**src/rtl/rx_pkt_pkg.sv**
```systemverilog
// rtl/rx_pkt_pkg.sv - shared types and constants for the receive packet controller
package rx_pkt_pkg;

    typedef enum logic [1:0] {
        ST_IDLE    = 2'd0,
        ST_LEN     = 2'd1,
        ST_PAYLOAD = 2'd2,
        ST_CSUM    = 2'd3
    } rx_state_t;

    localparam logic [1:0] ERR_PARITY  = 2'b00;
    localparam logic [1:0] ERR_LEN     = 2'b01;
    localparam logic [1:0] ERR_CSUM    = 2'b10;
    localparam logic [1:0] ERR_TIMEOUT = 2'b11;

    localparam logic [7:0] DEFAULT_SYNC_BYTE = 8'h7E;

    // A length is acceptable when it is non-zero, within the packet limit and fits the free space.
    function automatic logic len_ok(input logic [7:0] len, input int max_len, input int free);
        return (len != 8'd0) && (int'(len) <= max_len) && (int'(len) <= free);
    endfunction

endpackage

```
**src/rtl/pkt_fifo.sv**
```systemverilog
// rtl/pkt_fifo.sv - speculative payload FIFO with commit/rewind and first-word-fall-through read
module pkt_fifo #(
    parameter int DEPTH = 32,
    localparam int AW = $clog2(DEPTH)
) (
    input  logic          i_clk,
    input  logic          i_rst_n,
    input  logic          i_wr_en,
    input  logic [8:0]    i_wr_data,
    input  logic          i_commit,
    input  logic          i_rewind,
    input  logic          i_rd_en,
    output logic [8:0]    o_rd_data,
    output logic          o_rd_valid,
    output logic [AW:0]   o_free
);

    logic [8:0]  r_mem [DEPTH];
    logic [AW:0] r_wr_ptr;
    logic [AW:0] r_commit_ptr;
    logic [AW:0] r_rd_ptr;
    logic [8:0]  r_rd_data;

    logic        w_wr_fire;
    logic        w_rd_fire;
    logic [AW:0] w_rd_ptr_nxt;

    assign w_wr_fire    = i_wr_en && !i_rewind;
    assign w_rd_fire    = i_rd_en && o_rd_valid;
    assign w_rd_ptr_nxt = r_rd_ptr + {{AW{1'b0}}, w_rd_fire};

    assign o_rd_valid = (r_rd_ptr != r_commit_ptr);
    assign o_rd_data  = o_rd_valid ? r_rd_data : 9'd0;
    assign o_free     = (AW+1)'(DEPTH) - (r_wr_ptr - r_rd_ptr);

    always_ff @(posedge i_clk) begin
        if (w_wr_fire) begin
            r_mem[r_wr_ptr[AW-1:0]] <= i_wr_data;
        end
    end

    always_ff @(posedge i_clk or negedge i_rst_n) begin
        if (!i_rst_n) begin
            r_wr_ptr     <= '0;
            r_commit_ptr <= '0;
            r_rd_ptr     <= '0;
            r_rd_data    <= '0;
        end else begin
            if (i_rewind) begin
                r_wr_ptr <= r_commit_ptr;
            end else if (i_wr_en) begin
                r_wr_ptr <= r_wr_ptr + 1'b1;
            end
            if (i_commit) begin
                r_commit_ptr <= r_wr_ptr;
            end
            r_rd_ptr <= w_rd_ptr_nxt;
            // Refreshed every cycle so the head entry is always current, bypassing a same-cycle write.
            if (w_wr_fire && (r_wr_ptr[AW-1:0] == w_rd_ptr_nxt[AW-1:0])) begin
                r_rd_data <= i_wr_data;
            end else begin
                r_rd_data <= r_mem[w_rd_ptr_nxt[AW-1:0]];
            end
        end
    end

endmodule

```
**src/rtl/rx_packet_ctrl.sv**
```systemverilog
// rtl/rx_packet_ctrl.sv - frames the UART byte stream into checked packets for the consumer
module rx_packet_ctrl
    import rx_pkt_pkg::*;
#(
    parameter logic [7:0] SYNC_BYTE  = DEFAULT_SYNC_BYTE,
    parameter int         MAX_LEN    = 16,
    parameter int         FIFO_DEPTH = 32,
    parameter int         TIMEOUT    = 1000
) (
    input  logic       i_clk,
    input  logic       i_rst_n,
    input  logic [7:0] i_rx_data,
    input  logic       i_rx_valid,
    input  logic       i_rx_error,
    output logic [7:0] o_out_data,
    output logic       o_out_last,
    output logic       o_out_valid,
    input  logic       i_out_ready,
    output logic       o_pkt_done,
    output logic       o_pkt_err,
    output logic [1:0] o_err_code,
    output logic       o_busy
);

    localparam int AW = $clog2(FIFO_DEPTH);
    localparam int TW = $clog2(TIMEOUT + 1);

    rx_state_t   r_state;
    rx_state_t   w_state_nxt;
    logic [7:0]  r_len;
    logic [7:0]  r_cnt;
    logic [7:0]  r_sum;
    logic [TW-1:0] r_tmo;
    logic        r_pkt_done;
    logic        r_pkt_err;
    logic [1:0]  r_err_code;

    logic        w_wr_en;
    logic        w_wr_last;
    logic        w_commit;
    logic        w_drop;
    logic [1:0]  w_drop_code;
    logic        w_tmo_hit;
    logic [8:0]  w_rd_data;
    logic [AW:0] w_free;

    pkt_fifo #(
        .DEPTH (FIFO_DEPTH)
    ) u_fifo (
        .i_clk      (i_clk),
        .i_rst_n    (i_rst_n),
        .i_wr_en    (w_wr_en),
        .i_wr_data  ({w_wr_last, i_rx_data}),
        .i_commit   (w_commit),
        .i_rewind   (w_drop),
        .i_rd_en    (i_out_ready),
        .o_rd_data  (w_rd_data),
        .o_rd_valid (o_out_valid),
        .o_free     (w_free)
    );

    assign o_out_data = w_rd_data[7:0];
    assign o_out_last = w_rd_data[8];
    assign o_pkt_done = r_pkt_done;
    assign o_pkt_err  = r_pkt_err;
    assign o_err_code = r_err_code;
    assign o_busy     = (r_state != ST_IDLE);

    assign w_tmo_hit = (r_state != ST_IDLE) && !i_rx_valid && (r_tmo == TW'(TIMEOUT - 1));

    always_comb begin
        w_state_nxt = r_state;
        w_wr_en     = 1'b0;
        w_wr_last   = 1'b0;
        w_commit    = 1'b0;
        w_drop      = 1'b0;
        w_drop_code = r_err_code;
        if (w_tmo_hit) begin
            w_drop      = 1'b1;
            w_drop_code = ERR_TIMEOUT;
        end else if (i_rx_valid) begin
            if ((r_state != ST_IDLE) && i_rx_error) begin
                w_drop      = 1'b1;
                w_drop_code = ERR_PARITY;
            end else begin
                case (r_state)
                    ST_IDLE: begin
                        if ((i_rx_data == SYNC_BYTE) && !i_rx_error) begin
                            w_state_nxt = ST_LEN;
                        end
                    end
                    ST_LEN: begin
                        if (len_ok(i_rx_data, MAX_LEN, int'(w_free))) begin
                            w_state_nxt = ST_PAYLOAD;
                        end else begin
                            w_drop      = 1'b1;
                            w_drop_code = ERR_LEN;
                        end
                    end
                    ST_PAYLOAD: begin
                        w_wr_en   = 1'b1;
                        w_wr_last = ((r_cnt + 8'd1) == r_len);
                        if (w_wr_last) begin
                            w_state_nxt = ST_CSUM;
                        end
                    end
                    ST_CSUM: begin
                        if (8'(r_sum + i_rx_data) == 8'd0) begin
                            w_commit    = 1'b1;
                            w_state_nxt = ST_IDLE;
                        end else begin
                            w_drop      = 1'b1;
                            w_drop_code = ERR_CSUM;
                        end
                    end
                    default: w_state_nxt = ST_IDLE;
                endcase
            end
        end
        if (w_drop) begin
            w_state_nxt = ST_IDLE;
        end
    end

    always_ff @(posedge i_clk or negedge i_rst_n) begin
        if (!i_rst_n) begin
            r_state    <= ST_IDLE;
            r_len      <= '0;
            r_cnt      <= '0;
            r_sum      <= '0;
            r_tmo      <= '0;
            r_pkt_done <= 1'b0;
            r_pkt_err  <= 1'b0;
            r_err_code <= ERR_PARITY;
        end else begin
            r_state    <= w_state_nxt;
            r_pkt_done <= w_commit;
            r_pkt_err  <= w_drop;
            if (w_drop) begin
                r_err_code <= w_drop_code;
            end
            if ((r_state == ST_LEN) && i_rx_valid) begin
                r_len <= i_rx_data;
                r_sum <= i_rx_data;
                r_cnt <= '0;
            end else if (w_wr_en) begin
                r_cnt <= r_cnt + 8'd1;
                r_sum <= r_sum + i_rx_data;
            end
            // Counts idle cycles only while a packet is open; any received byte restarts it.
            if ((r_state == ST_IDLE) || i_rx_valid) begin
                r_tmo <= '0;
            end else if (!w_tmo_hit) begin
                r_tmo <= r_tmo + 1'b1;
            end
        end
    end

endmodule

```
**config.mk**
```make
export PLATFORM = sky130hd
export DESIGN_NAME = rx_packet_ctrl
export DESIGN_NICKNAME = d
export VERILOG_FILES = /design/src/rtl/rx_pkt_pkg.sv /design/src/rtl/pkt_fifo.sv /design/src/rtl/rx_packet_ctrl.sv
export SDC_FILE = /design/constraint.sdc
export NUM_CORES = 1
export LEC_CHECK = 0
export BUFFER_PORTS_ARGS = -buffer_cell sky130_fd_sc_hd__buf_2
export CAP_MARGIN = 40
export CORE_MARGIN = 2
export CORE_UTILIZATION = 50
export CTS_CLUSTER_SIZE = 12
export DETAILED_ROUTE_END_ITERATION = 8
export PLACE_DENSITY = 0.65
export SLEW_MARGIN = 25
export SYNTH_ARGS = -nofsm -noshare
export SYNTH_HDL_FRONTEND = slang
export SYNTH_HIERARCHICAL = 1
export SYNTH_SLANG_ARGS = --single-unit
```
**constraint.sdc**
```tcl
create_clock -name i_clk -period 5.65 [get_ports i_clk]
set_input_delay 0.2825 -clock i_clk [delete_from_list [all_inputs] [get_ports i_clk]]
set_output_delay 0.2825 -clock i_clk [all_outputs]
set_load 0.005 [all_outputs]
```
==> flow_summary.toml <==
[cells_and_area]
final_cell_mix = "288 x edfxtp_1, 122 x nand2_1, 84 x nor2_1"
fin_nets = 1213
fin_area_um2 = 17900
layout_commonest_cell = "edfxtp_1"
drive_above_1_share = 0.183
antenna_cells = 0
utilization = 0.571
synthToLayoutAreaGrowth_pct = 13.5
fin_cells = 1595

[synth]
synth_area_um2 = 15800
syn_area_per_cell_um2 = 14.5
synth_top_area_frac = 0.549
yosysWarnings = 6
synth_area_leaders = "edfxtp_1 55%, dfrtp_1 11%, mux4_2 8.0%, nand2_1 2.9%, ha_1 2.7%"
synth_edf_count = 288
ys_seq_elements = 355
synthArstFlopShare = 0.189
synth_cells = 1089
seq_area_frac_synth = 0.655
synth.distinct_cells = 74
yosysTopAreaCell = "edfxtp_1"
ys.flop_type = "edfxtp_1"
syn_nets = 1138

[floorplan]
io_pins = 28
core_um2 = 31300
dieArea_um2 = 33000
initial_utilization = 0.503
rows = 65
die_y_um = 182
die_w_um = 182

[clocking]
post_cts_buffers = 0
cts-resized-gates = 0
cts.sinks = 355
clk_pin_slew_ns = 0.06
root_buffer = "clkbuf_16"
clockBufferDepth = 3
cts_tree = "done"
htreeDepth = 2
cts_inserted_buffers = 38
clock_latency_ns = 0.53

[detailed_routing]
viasPerCell = 5.78
vias = 9215
drt_iter0_drc = 727
drt-pass1-iter-count = 5
drc = 0
wl_mm = 36.1
antenna_left = 0
wl_per_cell_um = 22.6

[power]
clockPowerShare = 0.281
finalPower_uw = 8820
switching_power_uw = 2930
share_comb_of_total_power = 0.370
netSwitchingFraction = 0.332
leakage_uw = 0.00646
p_int_uw = 5890
ir_worst_vdd_mv = 0.343
p_per_area_nw_per_um2 = 493
seqPwrFrac = 0.349

[setup_path]
reg2reg_from = "u_fifo/r_wr_ptr[1]$_DFFE_PN0P_"
cp-end-kind = "flop"
slowest_delay_ns = 0.47
cp_data_arrival_time_ns = 5.45
crit_fanout = 15
r2r_cells = 19
crit_required_ns = 5.88
crit_chain = "inv_1, ha_1, ha_1, fa_1, a21o_1, a21oi_1, xnor2_1, inv_1, ha_1, and4_1, a221oi_1, o2111ai_1, a22oi_1, o22a_1, inv_1, nor2b_1, nand2_1, nor2_1, buf_4"
regToRegEndpoint = "u_fifo/r_mem[2][0]$_DFFE_PP_"
worstSetupPathType = "flop to flop"
cp_num_buf_inv = 4
rrSetupSlack_ns = 0.43
crit_family = "simple AND/OR/NAND/NOR gates"
crit_path_start_kind = "flop"
slowest_stage = "dfrtp_1"

[global_route]
overflow = 0
antenna_found_initial = 0
grt_pass1_wl_mm = 55.2
grtUsageTotal = 0.222
grt_max_degree = 46
grt_pass1_vias = 9206

[timing]
period_share = 0.924
maxSlewViolCount = 0
worst_slew_pin_slew_ns = 0.806
skew_ns = 0.0193
rsz0062_at_grt = "no"
slew_headroom = 0.463
setup_violations = 0
fin_tns_setup_ns = 0
min_period_ns = 5.22
fmax_mhz = 192
final-hold-violation-count = 0

[place]
dp_hpwl_mm = 23.8
placed_area_um2 = 16600
portBuffers = 27
gp_congestion = 0.888
placed_cells = 1523

[hold_path]
min_from = "i_rx_data[7]"
whs_path_depth = 3
holdPathEnd = "r_len[7]$_DFFE_PN0P_"
hold_class = "primary input to flop"

[run_status]
outcome = "finished, final reports clean"

[run]
drv_cap = 0
==> layer usage <==
layer  share of wire  up-vias  global-route usage
met5               0        -                   0
met4           0.024        0              0.0657
met3           0.060       62              0.0419
met2            0.47      261               0.359
met1            0.44     4660               0.309
li1                -     4232                   -
==> power groups by stage <==
stage	clock (µW)	sequential, µW	combinational (µW)
5_1_grt	2630	3090	3570
3_3_place_gp	0	3120	3190
6_report	2480	3080	3260
3_5_place_dp	0	3130	3230
4_1_cts	2520	3080	3250
2_1_floorplan	0	3100	2430
==> area by class of cell <==
type	count	area (µm²)
clock buffer	56	1060
multi-input combinational	633	5010
fill	2442	13400
timing repair buffer	80	606
tap	402	503
sequential	355	10300
inverter	56	213
clock inverter	13	179
==> Yosys cell counts, drive strengths merged (11+ instances only) <==
cell type and number:
o22ai 17, clkbuf 22, and2 17, o21ai 28
a31oi 11, dfrtp 67, nor2 85, nor2b 21
edfxtp 288, nor4 12, xor2 17, mux2i 17
a21oi 22, buf 23, inv 53, xnor2 27
nand3 36, nand2 122, mux4 56, ha 34
==> sequential cells by signal, summed over array words and instances, names as in the netlist, 6 cells and up <==
name and count:
u_fifo/r_mem 288, r_tmo 10, u_fifo/r_rd_data 9, r_cnt 8, r_len 8, r_sum 8
u_fifo/r_commit_ptr 6, u_fifo/r_rd_ptr 6, u_fifo/r_wr_ptr 6
==> what timing repair did <==
item / in CTS / in global routing
hold endpoints to repair: 36 / 0
hold buffers: 1 / 0
setup endpoints to repair: 0 / 0
==> worst max path at each step <==
stage	endpoint	slack (ns)	from	cells past startpoint
after floorplan	u_fifo/r_mem[11][0]$_DFFE_PP_	1.09	u_fifo/r_wr_ptr[2]$_DFFE_PN0P_	18
after detailed placement	u_fifo/r_mem[2][0]$_DFFE_PP_	0.45	u_fifo/r_wr_ptr[1]$_DFFE_PN0P_	19
after global routing	u_fifo/r_mem[2][7]$_DFFE_PP_	0.08	u_fifo/r_wr_ptr[1]$_DFFE_PN0P_	19
after global placement	u_fifo/r_mem[2][6]$_DFFE_PP_	0.63	u_fifo/r_wr_ptr[1]$_DFFE_PN0P_	19
final	u_fifo/r_mem[2][0]$_DFFE_PP_	0.43	u_fifo/r_wr_ptr[1]$_DFFE_PN0P_	19
after CTS	u_fifo/r_mem[2][0]$_DFFE_PP_	0.44	u_fifo/r_wr_ptr[1]$_DFFE_PN0P_	19
==> worst register-to-register path, delay by kind of cell, from the launching register on <==
kind / cells / cell delay, ns
flip-flops: 1 / 0.47
buffers and inverters: 4 / 0.60
adder cells (fa/ha/maj): 4 / 1.25
AO/OA/AOI/OAI: 6 / 1.20
XOR/XNOR: 1 / 0.13
AND/OR/NAND/NOR: 4 / 1.28
==> cell families (layout without fill, tap and decap cells) <==
kind of cell	Yosys count	count (layout)	share of synthesized area
buf+inv	101	205	0.0287
compound gates	136	136	0.0629
flops	355	355	0.655
simple gates	336	336	0.101
xor+xnor	44	44	0.0261
mux	81	81	0.0965
fa+ha+maj	36	36	0.0295
==> per-stage QoR <==
stage                     setup WS (ns)  hold WS (ns)
after global placement            0.632         0.488
after floorplan                    1.09       -0.0131
after global routing             0.0790        0.0747
after CTS                         0.444         0.156
after detailed placement          0.450         0.369
final                             0.429        0.0473
(Power assumes the default switching activity.)
